`config.mk`:
```
export PLATFORM = sky130hd
export DESIGN_NAME = ip2_dnn_output_emulator
export DESIGN_NICKNAME = d
export VERILOG_FILES = /design/src/rtl/ip2_dnn_output_emulator.sv
export SDC_FILE = /design/constraint.sdc
export NUM_CORES = 1
export LEC_CHECK = 0
export BUFFER_PORTS_ARGS = -buffer_cell sky130_fd_sc_hd__buf_2
export CAP_MARGIN = 20
export CORE_UTILIZATION = 30
export CTS_CLUSTER_DIAMETER = 50
export DETAILED_ROUTE_END_ITERATION = 6
export SLEW_MARGIN = 20
export SYNTH_ARGS = -nofsm -noshare
export SYNTH_HDL_FRONTEND = slang
export SYNTH_SLANG_ARGS = --single-unit
```
`constraint.sdc`:
```
create_clock -name clk -period 4.15 [get_ports clk]
set_input_delay 0.83 -clock clk [delete_from_list [all_inputs] [get_ports clk]]
set_output_delay 0.83 -clock clk [all_outputs]
set_load 0.01 [all_outputs]
```
`src/rtl/ip2_dnn_output_emulator.sv`:
```
// Cycle-accurate IP2 DNN output emulator: trigger -> fixed inference latency -> MSB-first serialization
// of two result words. Define IP2_DNN_EMU_LFSR_EN to source the words from an internal 48-bit LFSR.
module ip2_dnn_output_emulator #(
    parameter int INFER_LATENCY = 20,
    parameter int DNN_WIDTH     = 48
) (
    input  logic                 clk,
    input  logic                 reset,
    input  logic                 enable,
    input  logic                 dut_i_reset_not,
    input  logic                 dut_i_vin_test_trig_out,
    input  logic                 dut_i_scan_load,
    input  logic [5:0]           shift_start_delay,
    input  logic [DNN_WIDTH-1:0] dnn_pattern_0,
    input  logic [DNN_WIDTH-1:0] dnn_pattern_1,
    output logic                 dut_o_dnn_output_0,
    output logic                 dut_o_dnn_output_1,
    output logic [2:0]           emu_state,
    output logic                 emu_o_result_valid,
    output logic [7:0]           emu_o_trig_count,
    output logic                 emu_o_overrun
);

    localparam logic [2:0] ST_IDLE  = 3'd0;
    localparam logic [2:0] ST_INFER = 3'd1;
    localparam logic [2:0] ST_READY = 3'd2;
    localparam logic [2:0] ST_DELAY = 3'd3;
    localparam logic [2:0] ST_SHIFT = 3'd4;

    localparam int CNT_W = (INFER_LATENCY > 1) ? $clog2(INFER_LATENCY) : 1;
    localparam int BIT_W = $clog2(DNN_WIDTH);

    logic [2:0]           state_q,     state_d;
    logic [CNT_W-1:0]     infer_cnt_q, infer_cnt_d;
    logic [5:0]           delay_cnt_q, delay_cnt_d;
    logic [BIT_W-1:0]     bit_cnt_q,   bit_cnt_d;
    logic [DNN_WIDTH-1:0] word0_q,     word0_d;
    logic [DNN_WIDTH-1:0] word1_q,     word1_d;
    logic                 out0_q,      out0_d;
    logic                 out1_q,      out1_d;
    logic                 valid_q,     valid_d;
    logic [7:0]           trig_cnt_q,  trig_cnt_d;
    logic                 overrun_q,   overrun_d;
    logic                 trig_prev_q, trig_prev_d;
    logic                 trig_rise_s;
    logic                 start_shift_s;

`ifdef IP2_DNN_EMU_LFSR_EN
    logic [DNN_WIDTH-1:0] lfsr_q, lfsr_d;
    logic [DNN_WIDTH-1:0] lfsr_next_s;

    // Fibonacci LFSR, taps 48,47,21,20, shifting towards the MSB
    function automatic logic [DNN_WIDTH-1:0] lfsr_step(input logic [DNN_WIDTH-1:0] s);
        lfsr_step = {s[DNN_WIDTH-2:0], s[47] ^ s[46] ^ s[20] ^ s[19]};
    endfunction
`endif

    // Next-state logic for the whole emulator
    always_comb begin
        state_d       = state_q;
        infer_cnt_d   = infer_cnt_q;
        delay_cnt_d   = delay_cnt_q;
        bit_cnt_d     = bit_cnt_q;
        word0_d       = word0_q;
        word1_d       = word1_q;
        out0_d        = out0_q;
        out1_d        = out1_q;
        valid_d       = valid_q;
        trig_cnt_d    = trig_cnt_q;
        overrun_d     = overrun_q;
        trig_prev_d   = dut_i_vin_test_trig_out;
        trig_rise_s   = dut_i_vin_test_trig_out & ~trig_prev_q;
        start_shift_s = 1'b0;
`ifdef IP2_DNN_EMU_LFSR_EN
        lfsr_next_s   = lfsr_step(lfsr_q);
        lfsr_d        = lfsr_q;
`endif

        if (!enable) begin
            state_d     = ST_IDLE;
            infer_cnt_d = {CNT_W{1'b0}};
            delay_cnt_d = 6'd0;
            bit_cnt_d   = {BIT_W{1'b0}};
            word0_d     = {DNN_WIDTH{1'b0}};
            word1_d     = {DNN_WIDTH{1'b0}};
            out0_d      = 1'b0;
            out1_d      = 1'b0;
            valid_d     = 1'b0;
            trig_cnt_d  = 8'd0;
            overrun_d   = 1'b0;
            trig_prev_d = 1'b1;
`ifdef IP2_DNN_EMU_LFSR_EN
            lfsr_d      = {{(DNN_WIDTH-1){1'b0}}, 1'b1};
`endif
        end else if (!dut_i_reset_not) begin
            // ASIC held in reset: abort silently, keep the sticky diagnostics
            state_d = ST_IDLE;
            out0_d  = 1'b0;
            out1_d  = 1'b0;
            valid_d = 1'b0;
        end else begin
            if (trig_rise_s) begin
                trig_cnt_d = trig_cnt_q + 8'd1;
                if (state_q != ST_IDLE) begin
                    overrun_d = 1'b1;
                end else begin
                    overrun_d = overrun_q;
                end
            end else begin
                trig_cnt_d = trig_cnt_q;
            end

            case (state_q)
                ST_IDLE: begin
                    if (trig_rise_s) begin
                        state_d     = ST_INFER;
                        infer_cnt_d = {CNT_W{1'b0}};
                    end else begin
                        state_d = ST_IDLE;
                    end
                end
                ST_INFER: begin
                    if (infer_cnt_q == CNT_W'(INFER_LATENCY - 1)) begin
`ifdef IP2_DNN_EMU_LFSR_EN
                        word0_d = lfsr_next_s;
                        word1_d = ~lfsr_next_s;
                        lfsr_d  = lfsr_next_s;
`else
                        word0_d = dnn_pattern_0;
                        word1_d = dnn_pattern_1;
`endif
                        valid_d = 1'b1;
                        state_d = ST_READY;
                    end else begin
                        infer_cnt_d = infer_cnt_q + CNT_W'(1);
                    end
                end
                ST_READY: begin
                    if (dut_i_scan_load) begin
                        if (shift_start_delay == 6'd0) begin
                            start_shift_s = 1'b1;
                        end else begin
                            delay_cnt_d = shift_start_delay;
                            state_d     = ST_DELAY;
                        end
                    end else begin
                        state_d = ST_READY;
                    end
                end
                ST_DELAY: begin
                    if (delay_cnt_q == 6'd1) begin
                        start_shift_s = 1'b1;
                    end else begin
                        delay_cnt_d = delay_cnt_q - 6'd1;
                    end
                end
                ST_SHIFT: begin
                    if (bit_cnt_q == {BIT_W{1'b0}}) begin
                        out0_d  = 1'b0;
                        out1_d  = 1'b0;
                        valid_d = 1'b0;
                        state_d = ST_IDLE;
                    end else begin
                        out0_d    = word0_q[DNN_WIDTH-1];
                        out1_d    = word1_q[DNN_WIDTH-1];
                        word0_d   = {word0_q[DNN_WIDTH-2:0], 1'b0};
                        word1_d   = {word1_q[DNN_WIDTH-2:0], 1'b0};
                        bit_cnt_d = bit_cnt_q - BIT_W'(1);
                    end
                end
                default: begin
                    state_d = ST_IDLE;
                    out0_d  = 1'b0;
                    out1_d  = 1'b0;
                    valid_d = 1'b0;
                end
            endcase

            // The MSB goes out on the same edge that enters SHIFT
            if (start_shift_s) begin
                out0_d    = word0_q[DNN_WIDTH-1];
                out1_d    = word1_q[DNN_WIDTH-1];
                word0_d   = {word0_q[DNN_WIDTH-2:0], 1'b0};
                word1_d   = {word1_q[DNN_WIDTH-2:0], 1'b0};
                bit_cnt_d = BIT_W'(DNN_WIDTH - 1);
                state_d   = ST_SHIFT;
            end else begin
                start_shift_s = 1'b0;
            end
        end
    end

    // State registers; trig_prev resets high so a trigger held across reset is not an edge
    always_ff @(posedge clk or posedge reset) begin
        if (reset) begin
            state_q     <= ST_IDLE;
            infer_cnt_q <= {CNT_W{1'b0}};
            delay_cnt_q <= 6'd0;
            bit_cnt_q   <= {BIT_W{1'b0}};
            word0_q     <= {DNN_WIDTH{1'b0}};
            word1_q     <= {DNN_WIDTH{1'b0}};
            out0_q      <= 1'b0;
            out1_q      <= 1'b0;
            valid_q     <= 1'b0;
            trig_cnt_q  <= 8'd0;
            overrun_q   <= 1'b0;
            trig_prev_q <= 1'b1;
`ifdef IP2_DNN_EMU_LFSR_EN
            lfsr_q      <= {{(DNN_WIDTH-1){1'b0}}, 1'b1};
`endif
        end else begin
            state_q     <= state_d;
            infer_cnt_q <= infer_cnt_d;
            delay_cnt_q <= delay_cnt_d;
            bit_cnt_q   <= bit_cnt_d;
            word0_q     <= word0_d;
            word1_q     <= word1_d;
            out0_q      <= out0_d;
            out1_q      <= out1_d;
            valid_q     <= valid_d;
            trig_cnt_q  <= trig_cnt_d;
            overrun_q   <= overrun_d;
            trig_prev_q <= trig_prev_d;
`ifdef IP2_DNN_EMU_LFSR_EN
            lfsr_q      <= lfsr_d;
`endif
        end
    end

    assign dut_o_dnn_output_0 = out0_q;
    assign dut_o_dnn_output_1 = out1_q;
    assign emu_state          = state_q;
    assign emu_o_result_valid = valid_q;
    assign emu_o_trig_count   = trig_cnt_q;
    assign emu_o_overrun      = overrun_q;

endmodule

```
; Word-level counts from Yosys, hierarchy flattened
; Index checks and enable logic that the tools add are counted.
[word_totals]
register_bits = 129
out_inout_bits = 15
[op_classes]
n_mux = 66
eq_ne = 29
n_reduce_logical = 14
add_sub_neg = 4
bitwise = 2
[op_table]
columns = cell, count
row1 = 48-bit two-way mux, 10
row2 = 48-bit case mux with 2 select lines, 2
row3 = 6-bit two-way mux, 10
row4 = 8-bit two-way mux, 3
row5 = 1-bit two-way mux, 23
row6 = 3-bit two-way mux, 7
row7 = 5-bit two-way mux, 4
row8 = 4-bit != test (second input constant), 5
row9 = 3-bit != test (second input constant), 6
row10 = 3-bit case mux with 5 select lines, 1
row11 = 6-bit zero test, 2
row12 = 6-bit case mux with 2 select lines, 1
row13 = 4-bit AND reduction, 3
row14 = 6-bit by 1-bit subtractor with 6-bit output (second input constant), 2
row15 = 5-bit != test (second input constant), 2
row16 = 5-bit case mux with 2 select lines, 1
row17 = 3-bit by 1-bit != test with 1-bit output (second input constant), 3
row18 = 3-bit AND reduction, 3
row19 = 8-bit by 1-bit adder with 8-bit output (second input constant), 1
row20 = 3-bit by 2-bit equality test with 1-bit output (second input constant), 2
row21 = 6-bit by 1-bit equality test with 1-bit output (second input constant), 1
row22 = 2-bit by 1-bit != test with 1-bit output (second input constant), 3
row23 = 6-bit != test (second input constant), 1
row24 = 1-bit case mux with 2 select lines, 3
row25 = other kinds (16), 16

; Depth between registers and ports, before layout
; Gate-level depths: netlist of run 1.
[logic_depth]
word_depth = 9
mapped_depth = 11
depth_no_buf = 7

; Worst setup path after synthesis of run 1
; No wires, ideal clock.
[synth_path]
kind = input -> register
from = in shift_start_delay[0]
to = reg word0_q[10]
stages = 8
slack_ns = 1.317
t_required_ns = 4.029
arrival_ns = 2.713
path_buffers = 3
path_cell_list = or4_1 -> nor4_4 -> o21a_1 -> buf_4 -> o22ai_1 -> buf_2 -> buf_2 -> a22o_1
[synth_via]
elab_chain_len = 9
word_cells_on_any_way = 13
classes_between = eq/ne: 3 / mux: 8 / reduce/logical: 2
[synth_lines]
columns = element, line_no
row1 = "start, declared", 13  ; input logic [5:0] shift_start_delay,
row2 = 6-bit zero test *, 140  ; if (shift_start_delay == 6'd0) begin
row3 = 1-bit two-way mux *, 140
row4 = 1-bit two-way mux *, 139  ; if (dut_i_scan_load) begin
row5 = 1-bit case mux with 2 select lines *, 113  ; case (state_q)
row6 = 1-bit two-way mux *, 95  ; end else if (!dut_i_reset_not) begin
row7 = 1-bit two-way mux *, 79  ; if (!enable) begin
row8 = 48-bit two-way mux, 180  ; if (start_shift_s) begin
row9 = 48-bit two-way mux, 95
row10 = 48-bit two-way mux, 79
row11 = "end signal, assigned", 200  ; word0_q <= {DNN_WIDTH{1'b0}};
row12 = "end signal, assigned", 216  ; word0_q <= word0_d;
row13 = "end, declared", 37  ; logic [DNN_WIDTH-1:0] word0_q, word0_d;
; Every way passes the cells marked *; elsewhere a longest branch is shown, timed or not. The select of a mux whose other input is x is not followed.
; A chain may end at the register's enable or synchronous reset.

; Worst setup path in the final report of run 1
[layout_path]
from = in shift_start_delay[0]
to = reg word1_q[46]
[layout_via]
elab_chain_len = 9
word_cells_on_any_way = 13
classes_between = eq/ne: 3 / mux: 8 / reduce/logical: 2
[layout_lines]
columns = element, line_no
row1 = 6-bit zero test *, 140
row2 = 1-bit two-way mux *, 140
row3 = 1-bit two-way mux *, 139
row4 = 1-bit case mux with 2 select lines *, 113
row5 = 1-bit two-way mux *, 95
row6 = 1-bit two-way mux *, 79
row7 = 48-bit two-way mux, 180
row8 = 48-bit two-way mux, 95
row9 = 48-bit two-way mux, 79
row10 = "end signal, assigned", 201  ; word1_q <= {DNN_WIDTH{1'b0}};
row11 = "end signal, assigned", 217  ; word1_q <= word1_d;
row12 = "end, declared", 38  ; logic [DNN_WIDTH-1:0] word1_q, word1_d;
; Marks and branches as above.

==> impl_metrics.csv, run 1 <==
group,metric,value,unit
timing,hold_viol_final,0,
clock_network,numCtsBuffers,17,
floorplan,fp.dieH,162,µm
final_layout,final_cells,1284,
setup_path,slowest_delay,0.60,ns
final_layout,final_nets,1055,
yosys,yosysWarnings,0,
floorplan,num_rows,58,
yosys,avgSynthCellArea,8.74,µm²
clock_network,clock_path_buffers,2,
yosys,synthDistinctLibCells,49,
routing,dr.pass1.iters,5,
setup_path,crit_path_start_kind,"input pin",
clock_network,clk_pin_slew_worst_paths,0.06,ns
floorplan,core_area,25100,µm²
clock_network,cts_hold_buf,0,
setup_path,worstPathArrival,3.11,ns
grt,grt_first_pass_wirelength,36.8,mm
grt,grt_max_degree,130,
clock_network,htreeDepth,4,
final_layout,antenna_cells,0,
routing,drt_wl_total,22.5,mm
grt,grt_pass1_vias,6793,
floorplan,boundaryPins,123,
yosys,synth-seq-area-share,42.1,%
placement,portBuffers,122,
timing,grt_setup_unrepaired,"false",
timing,setup_viol,0,
yosys,synth_edf_count,0,
placement,dp_hpwl,12.6,mm
flow_run,maxCapViolations,0,
floorplan,die-area,26200,µm²
routing,first_iter_violations,625,
hold_path,hold_class,"reg2reg",
setup_path,cpMaxStageDelayCell,"or4_1",
timing,setup_tns,0,ns
placement,placed_cells,1252,
setup_path,required,4.45,ns
grt,grt_usage,17.5,%
grt,grt-ovfl-total,0,
final_layout,area_growth,19.2,%
setup_path,crit_family,"simple AND/OR/NAND/NOR gates",
timing,max_slew_margin,27.1,%
timing,min_period_over_period,67.8,%
timing,post-route-min-period,2.81,ns
setup_path,worstPathMaxFanout,56,
power,p_leak,0.00395,µW
clock_network,clockRootBuffer,"clkbuf_16",
yosys,synth_ff_type,"dfrtp_1",
routing,ant_nets,0,
setup_path,critPathKind,"in2reg",
final_layout,utilization,36.4,%
yosys,syn_area,7670,µm²
power,vdd_drop_max,0.193,mV
setup_path,path_cells,"buf_2, or4_1, nor4_4, o21a_4, buf_4, o211ai_1, a22o_1",
power,total_power,3120,µW
routing,post-route-drc-count,0,
outcome,status,"finished clean",
yosys,async_flop_share,100,%
grt,antenna_found_initial,0,
setup_path,cp.buffers_inverters,2,
final_layout,final_layout_size_suffix_gt1_share,18.9,%
setup_path,end_kind,"flip-flop",
floorplan,initial_core_util,30.5,%
yosys,synth-seq-cells,129,
routing,wire_per_inst,17.5,µm
clock_network,cts_tree,"yes",
clock_network,clkSinkCount,129,
timing,drv_slew,0,
placement,place_congestion,0.792,
floorplan,die_w,162,µm
routing,vias,7203,
yosys,synth_cells,878,
yosys,syn-num-nets,992,
power,p_per_area,341,nW/µm²
timing,worstMarginPinSlew,1.09,ns
routing,viasPerCell,5.61,
timing,clock_skew,0.0137,ns
clock_network,cts_resized,0,
timing,max_freq,356,MHz
clock_network,clock_latency,0.43,ns
clock_network,cts_setup_buffers,0,
synth_stat cells (all sizes together) (2+ instances only):
master / count / area, µm²
nand2: 214 / 803
o211ai: 190 / 1430
dfrtp: 128 / 3200
a22o: 95 / 832
clkbuf: 69 / 259
buf: 23 / 116
nor2: 21 / 78.8
a21oi: 15 / 75.1
inv: 13 / 48.8
nand3: 13 / 65.1
o21ai: 13 / 65.1
nor3: 7 / 35.0
o21a: 7 / 52.6
ha: 6 / 75.1
xor2: 6 / 52.6
nand2b: 5 / 31.3
nand4: 5 / 31.3
o221a: 5 / 56.3
a31oi: 4 / 25.0
mux2i: 4 / 40.0
nor2b: 3 / 18.8
nor4: 3 / 33.8
or3: 3 / 18.8
or4: 3 / 22.5
and3: 2 / 12.5
nand3b: 2 / 15.0
o311a: 2 / 20.0
or3b: 2 / 17.5
tightest hold or removal path: stages, from the launching register on:
cell and delay [ns]:
dfrtp_1 0.35, a21oi_1 0.05, nor2_1 0.08
per-stage QoR:
step / hold WS (ns) / worst slack (ns) / cell area (µm²)
finish: 0.509 / 1.34 / 9140
global route: 0.530 / 1.24 / 9140
CTS: 0.524 / 1.37 / 9140
detailed placement: 0.507 / 0.928 / 8510
global placement: 0.499 / 0.931 / 8510
floorplan: 0.469 / 1.32 / 7670
per-layer routing:
metal	wire, µm	track usage (%)
met4	163	4.67
met3	1270	3.14
met1	10900	25.9
met5	0	0
met2	10100	25.8
report_power, final:
group	internal (µW)	leakage (µW)	total, µW	switching (µW)
combinational	74.0	0.00184	191	117
sequential	1260	0.00180	1260	2.02
clock	1080	0.000307	1660	584
total	2410	0.00395	3120	703
placed cells by master (no fill, tap or decap), types with 2 or more instances in the layout:
| master | synthesis | routed |
|---|---|---|
| a21oi_1 | 15 | 15 |
| a22o_1 | 95 | 95 |
| a31oi_1 | 4 | 3 |
| buf_12 | 0 | 2 |
| buf_2 | 21 | 122 |
| buf_4 | 1 | 12 |
| bufinv_16 | 0 | 5 |
| clkbuf_1 | 69 | 3 |
| clkbuf_16 | 0 | 17 |
| clkinv_2 | 0 | 4 |
| clkinvlp_4 | 0 | 3 |
| dfrtp_1 | 128 | 128 |
| ha_1 | 6 | 6 |
| inv_1 | 13 | 12 |
| mux2i_1 | 4 | 4 |
| nand2_1 | 214 | 214 |
| nand2b_1 | 5 | 5 |
| nand3_1 | 13 | 13 |
| nand3b_1 | 2 | 2 |
| nand4_1 | 5 | 5 |
| nor2_1 | 21 | 21 |
| nor2b_1 | 3 | 2 |
| nor3_1 | 7 | 6 |
| nor4_1 | 2 | 2 |
| o211ai_1 | 190 | 190 |
| o21a_1 | 7 | 6 |
| o21ai_0 | 9 | 9 |
| o21ai_1 | 4 | 4 |
| o221a_1 | 3 | 3 |
| o221a_2 | 2 | 2 |
| o311a_1 | 2 | 2 |
| or3_1 | 3 | 3 |
| or4_1 | 3 | 3 |
| xor2_1 | 6 | 6 |
path summary, 6_finish.rpt:
check                                     start             to  slack, ns  cells after the start
setup / recovery           shift_start_delay[0]    word1_q[46]       1.34                      7
hold / removal                    emu_o_overrun  emu_o_overrun       0.51                      2
hold reg to reg                   emu_o_overrun  emu_o_overrun       0.51                      2
setup reg to reg                 delay_cnt_q[3]    word1_q[22]       1.55                      6
min in group asynchronous                 reset    word0_q[32]       0.63                      3
max in group asynchronous                 reset     word1_q[0]       2.98                      3
sequential cells by signal, indices dropped and copies added (netlist names), 3 cells and up:
signal,cells
emu_o_trig_count,8
emu_state,3
infer_cnt_q,5
word0_q,48
word1_q,48
bit_cnt_q,6
delay_cnt_q,6
layout make-up:
| cell class | count | area (µm²) |
|---|---|---|
| Fill cell | 2599 | 16000 |
| Multi-Input combinational cell | 644 | 4070 |
| Sequential cell | 129 | 3230 |
| Timing Repair Buffer | 136 | 741 |
| Clock buffer | 21 | 450 |
| Tap cell | 330 | 413 |
| Clock inverter | 11 | 185 |
| Inverter | 13 | 52.6 |
cell families (layout without fill, tap and decap cells):
family                   after synthesis  count (layout)  synth area share (%)
multiplexers                           4               4                 0.522
flip-flops                           129             129                  42.1
XOR/XNOR                               7               7                 0.799
AO/OA/AOI/OAI                        339             339                  34.1
AND/OR/NAND/NOR                      288             288                  15.9
buffers and inverters                105             181                  5.53
adder cells (fa/ha/maj)                6               6                 0.979
Power figures use the tool's default switching activity.
==> inputs of run 2 (changes only) <==
- ABC_AREA: not set -> 1
- clock period: 4.15 -> 2.9 ns (I/O delays scaled with it)
==> impl_metrics.csv, run 2 <==
group,metric,value,unit
clock_network,cts_tree,"yes",
setup_path,path_cells,"inv_1, nand2_1, nor2_1, nand2_4, buf_4, buf_4, nand3_1, nand2_1, nand2_1, o21ai_1",
setup_path,critPathKind,"reg2reg",
yosys,synth-seq-cells,129,
setup_path,slowest_delay,0.57,ns
setup_path,crit_start,"emu_state[0]",
final_layout,area_growth,18.1,%
power,pwr-share-clk,46.2,%
outcome,status,"finished clean",
floorplan,boundaryPins,123,
yosys,syn_area,8490,µm²
power,pwr-share-comb,12.2,%
grt,grt-ovfl-total,0,
routing,viasPerCell,4.78,
timing,setup_tns,0,ns
power,p_sw_share,27.0,%
hold_path,hold_class,"in2async",
clock_network,clock_path_buffers,2,
setup_path,worstPathArrival,2.76,ns
final_layout,most-common-layout-cells,"nand2_1, nand3_1, dfrtp_1",
setup_path,required,3.24,ns
yosys,synth_common_cells,"nand2_1, nand3_1, dfrtp_1",
floorplan,die-area,29000,µm²
clock_network,numCtsBuffers,17,
yosys,yosysTopAreaCellShare,37.7,%
grt,antenna_found_initial,0,
timing,setup_slack,0.475,ns
final_layout,final_common_cell,"nand2_1",
timing,min_period_over_period,83.6,%
yosys,syn-num-nets,1437,
setup_path,reg2reg_depth,10,
routing,dr.pass1.iters,5,
yosys,synthTopCellsByArea,"dfrtp_1, nand2_1, nand3_1",
timing,max_freq,412,MHz
routing,first_iter_violations,672,
power,internal_power,3650,µW
timing,clock_skew,0.0140,ns
grt,grt_pass1_vias,7892,
routing,vias,8559,
flow_run,maxCapViolations,0,
final_layout,n_fill_cell,3041,
timing,hold_viol_final,0,
floorplan,num_rows,61,
timing,worstMarginPinSlew,0.900,ns
yosys,avgSynthCellArea,6.42,µm²
clock_network,cts_resized,0,
grt,grt_max_degree,82,
setup_path,rr_startpoint,"emu_state[0]",
grt,grt_usage,17.4,%
yosys,yosysTopAreaCell,"dfrtp_1",
yosys,synth_ff_type,"dfrtp_1",
setup_path,path_common_cell,"nand2_1",
power,vdd_drop_max,0.293,mV
final_layout,final_nets,1512,
timing,post-route-min-period,2.42,ns
clock_network,clock_latency,0.42,ns
power,seqPwrFrac,41.6,%
clock_network,htreeDepth,4,
power,p_per_area,498,nW/µm²
yosys,synth-seq-area-share,38.0,%
timing,grt_setup_unrepaired,"false",
setup_path,cpMaxStageDelayCell,"buf_4",
clock_network,clockRootBuffer,"clkbuf_16",
routing,post-route-drc-count,0,
yosys,synth_cells,1323,
setup_path,worstPathMaxFanout,51,
placement,post-place-ws,0.389,ns
floorplan,die_w,170,µm
timing,drv_slew,0,
floorplan,fp.dieH,170,µm
power,switchingPower,1350,µW
yosys,yosys.cell_count.top_type,"nand2_1",
final_layout,antenna_cells,0,
floorplan,initial_core_util,30.6,%
yosys,yosysWarnings,0,
grt,grt_first_pass_wirelength,40.5,mm
power,p_leak,0.00524,µW
routing,wire_per_inst,13.7,µm
final_layout,final_layout_size_suffix_gt1_share,14.0,%
clock_network,cts_hold_buf,0,
routing,ant_nets,0,
clock_network,clkSinkCount,129,
yosys,synth_edf_count,0,
setup_path,end_kind,"flip-flop",
yosys,async_flop_share,100,%
placement,dp_hpwl,15.1,mm
yosys,synthDistinctLibCells,34,
setup_path,crit_path_start_kind,"flip-flop",
placement,place_congestion,0.785,
timing,max_slew_margin,39.9,%
timing,setup_viol,0,
routing,drt_wl_total,24.5,mm
clock_network,cts_setup_buffers,0,
floorplan,core_area,27800,µm²
final_layout,utilization,36.1,%
placement,portBuffers,122,
clock_network,clk_pin_slew_worst_paths,0.07,ns
run 2: metal layers:
layer / share of wire, % / GRT usage [%]
met1: 48 / 24.1
met4: 0.89 / 5.25
met3: 5.0 / 2.98
met2: 46 / 27.6
met5: 0 / 0
run 2: cell families (layout without fill, tap and decap cells):
group,count (synthesis),after routing,synth area share [%]
DFF,129,129,38.0
adders and majority gates,6,6,0.884
and+or+nand+nor,913,913,44.6
xor gates and xnor gates,1,1,0.103
AOI/OAI and AO/OA,136,136,8.22
buffers and inverters,138,226,8.13
run 2: path summary, 6_finish.rpt:
| check | endpoint | slack [ns] |
|---|---|---|
| max | word1_q[39] | 0.48 |
| min | word1_q[1] | 0.35 |
| max reg2reg | word1_q[39] | 0.48 |
| min reg2reg | bit_cnt_q[1] | 0.47 |
| max in group asynchronous | word0_q[20] | 1.85 |
| min in group clk | trig_prev_q | 0.38 |
run 2: stage by stage:
stage                     area (µm²)  hold WS, ns  instances  total power [µW]
after floorplan                 8500        0.442       1323              2510
after global placement          9410        0.453       1757              2710
after detailed placement        9410        0.466       1757              2730
after CTS                      10000        0.363       1789              5070
after global routing           10000        0.378       1789              5230
final                          10000        0.346       1789              5000
run 2: layout make-up:
class | instances | area (µm²) | share of cell area (%)
clock buffer | 19 | 433 | 4.32
clock inverter | 13 | 189 | 1.88
inverter | 42 | 161 | 1.61
multi-input combinational | 1056 | 4590 | 45.8
sequential | 129 | 3230 | 32.2
tap | 378 | 473 | 4.71
timing repair buffer | 152 | 951 | 9.48
run 2: critical path: cells and delay by family (launching register included):
family                 cells  cell delay, ns
and+or+nand+nor            6            0.54
DFF                        1            0.52
buffers and inverters      3            1.08
AOI/OAI and AO/OA          1            0.15
run 2: power by group through the flow:
stage	combinational, µW	sequential (µW)	clock, µW
floorplan	429	2080	0
global placement	609	2100	0
detailed placement	620	2110	0
CTS	622	2080	2370
global route	704	2100	2430
finish	611	2080	2310
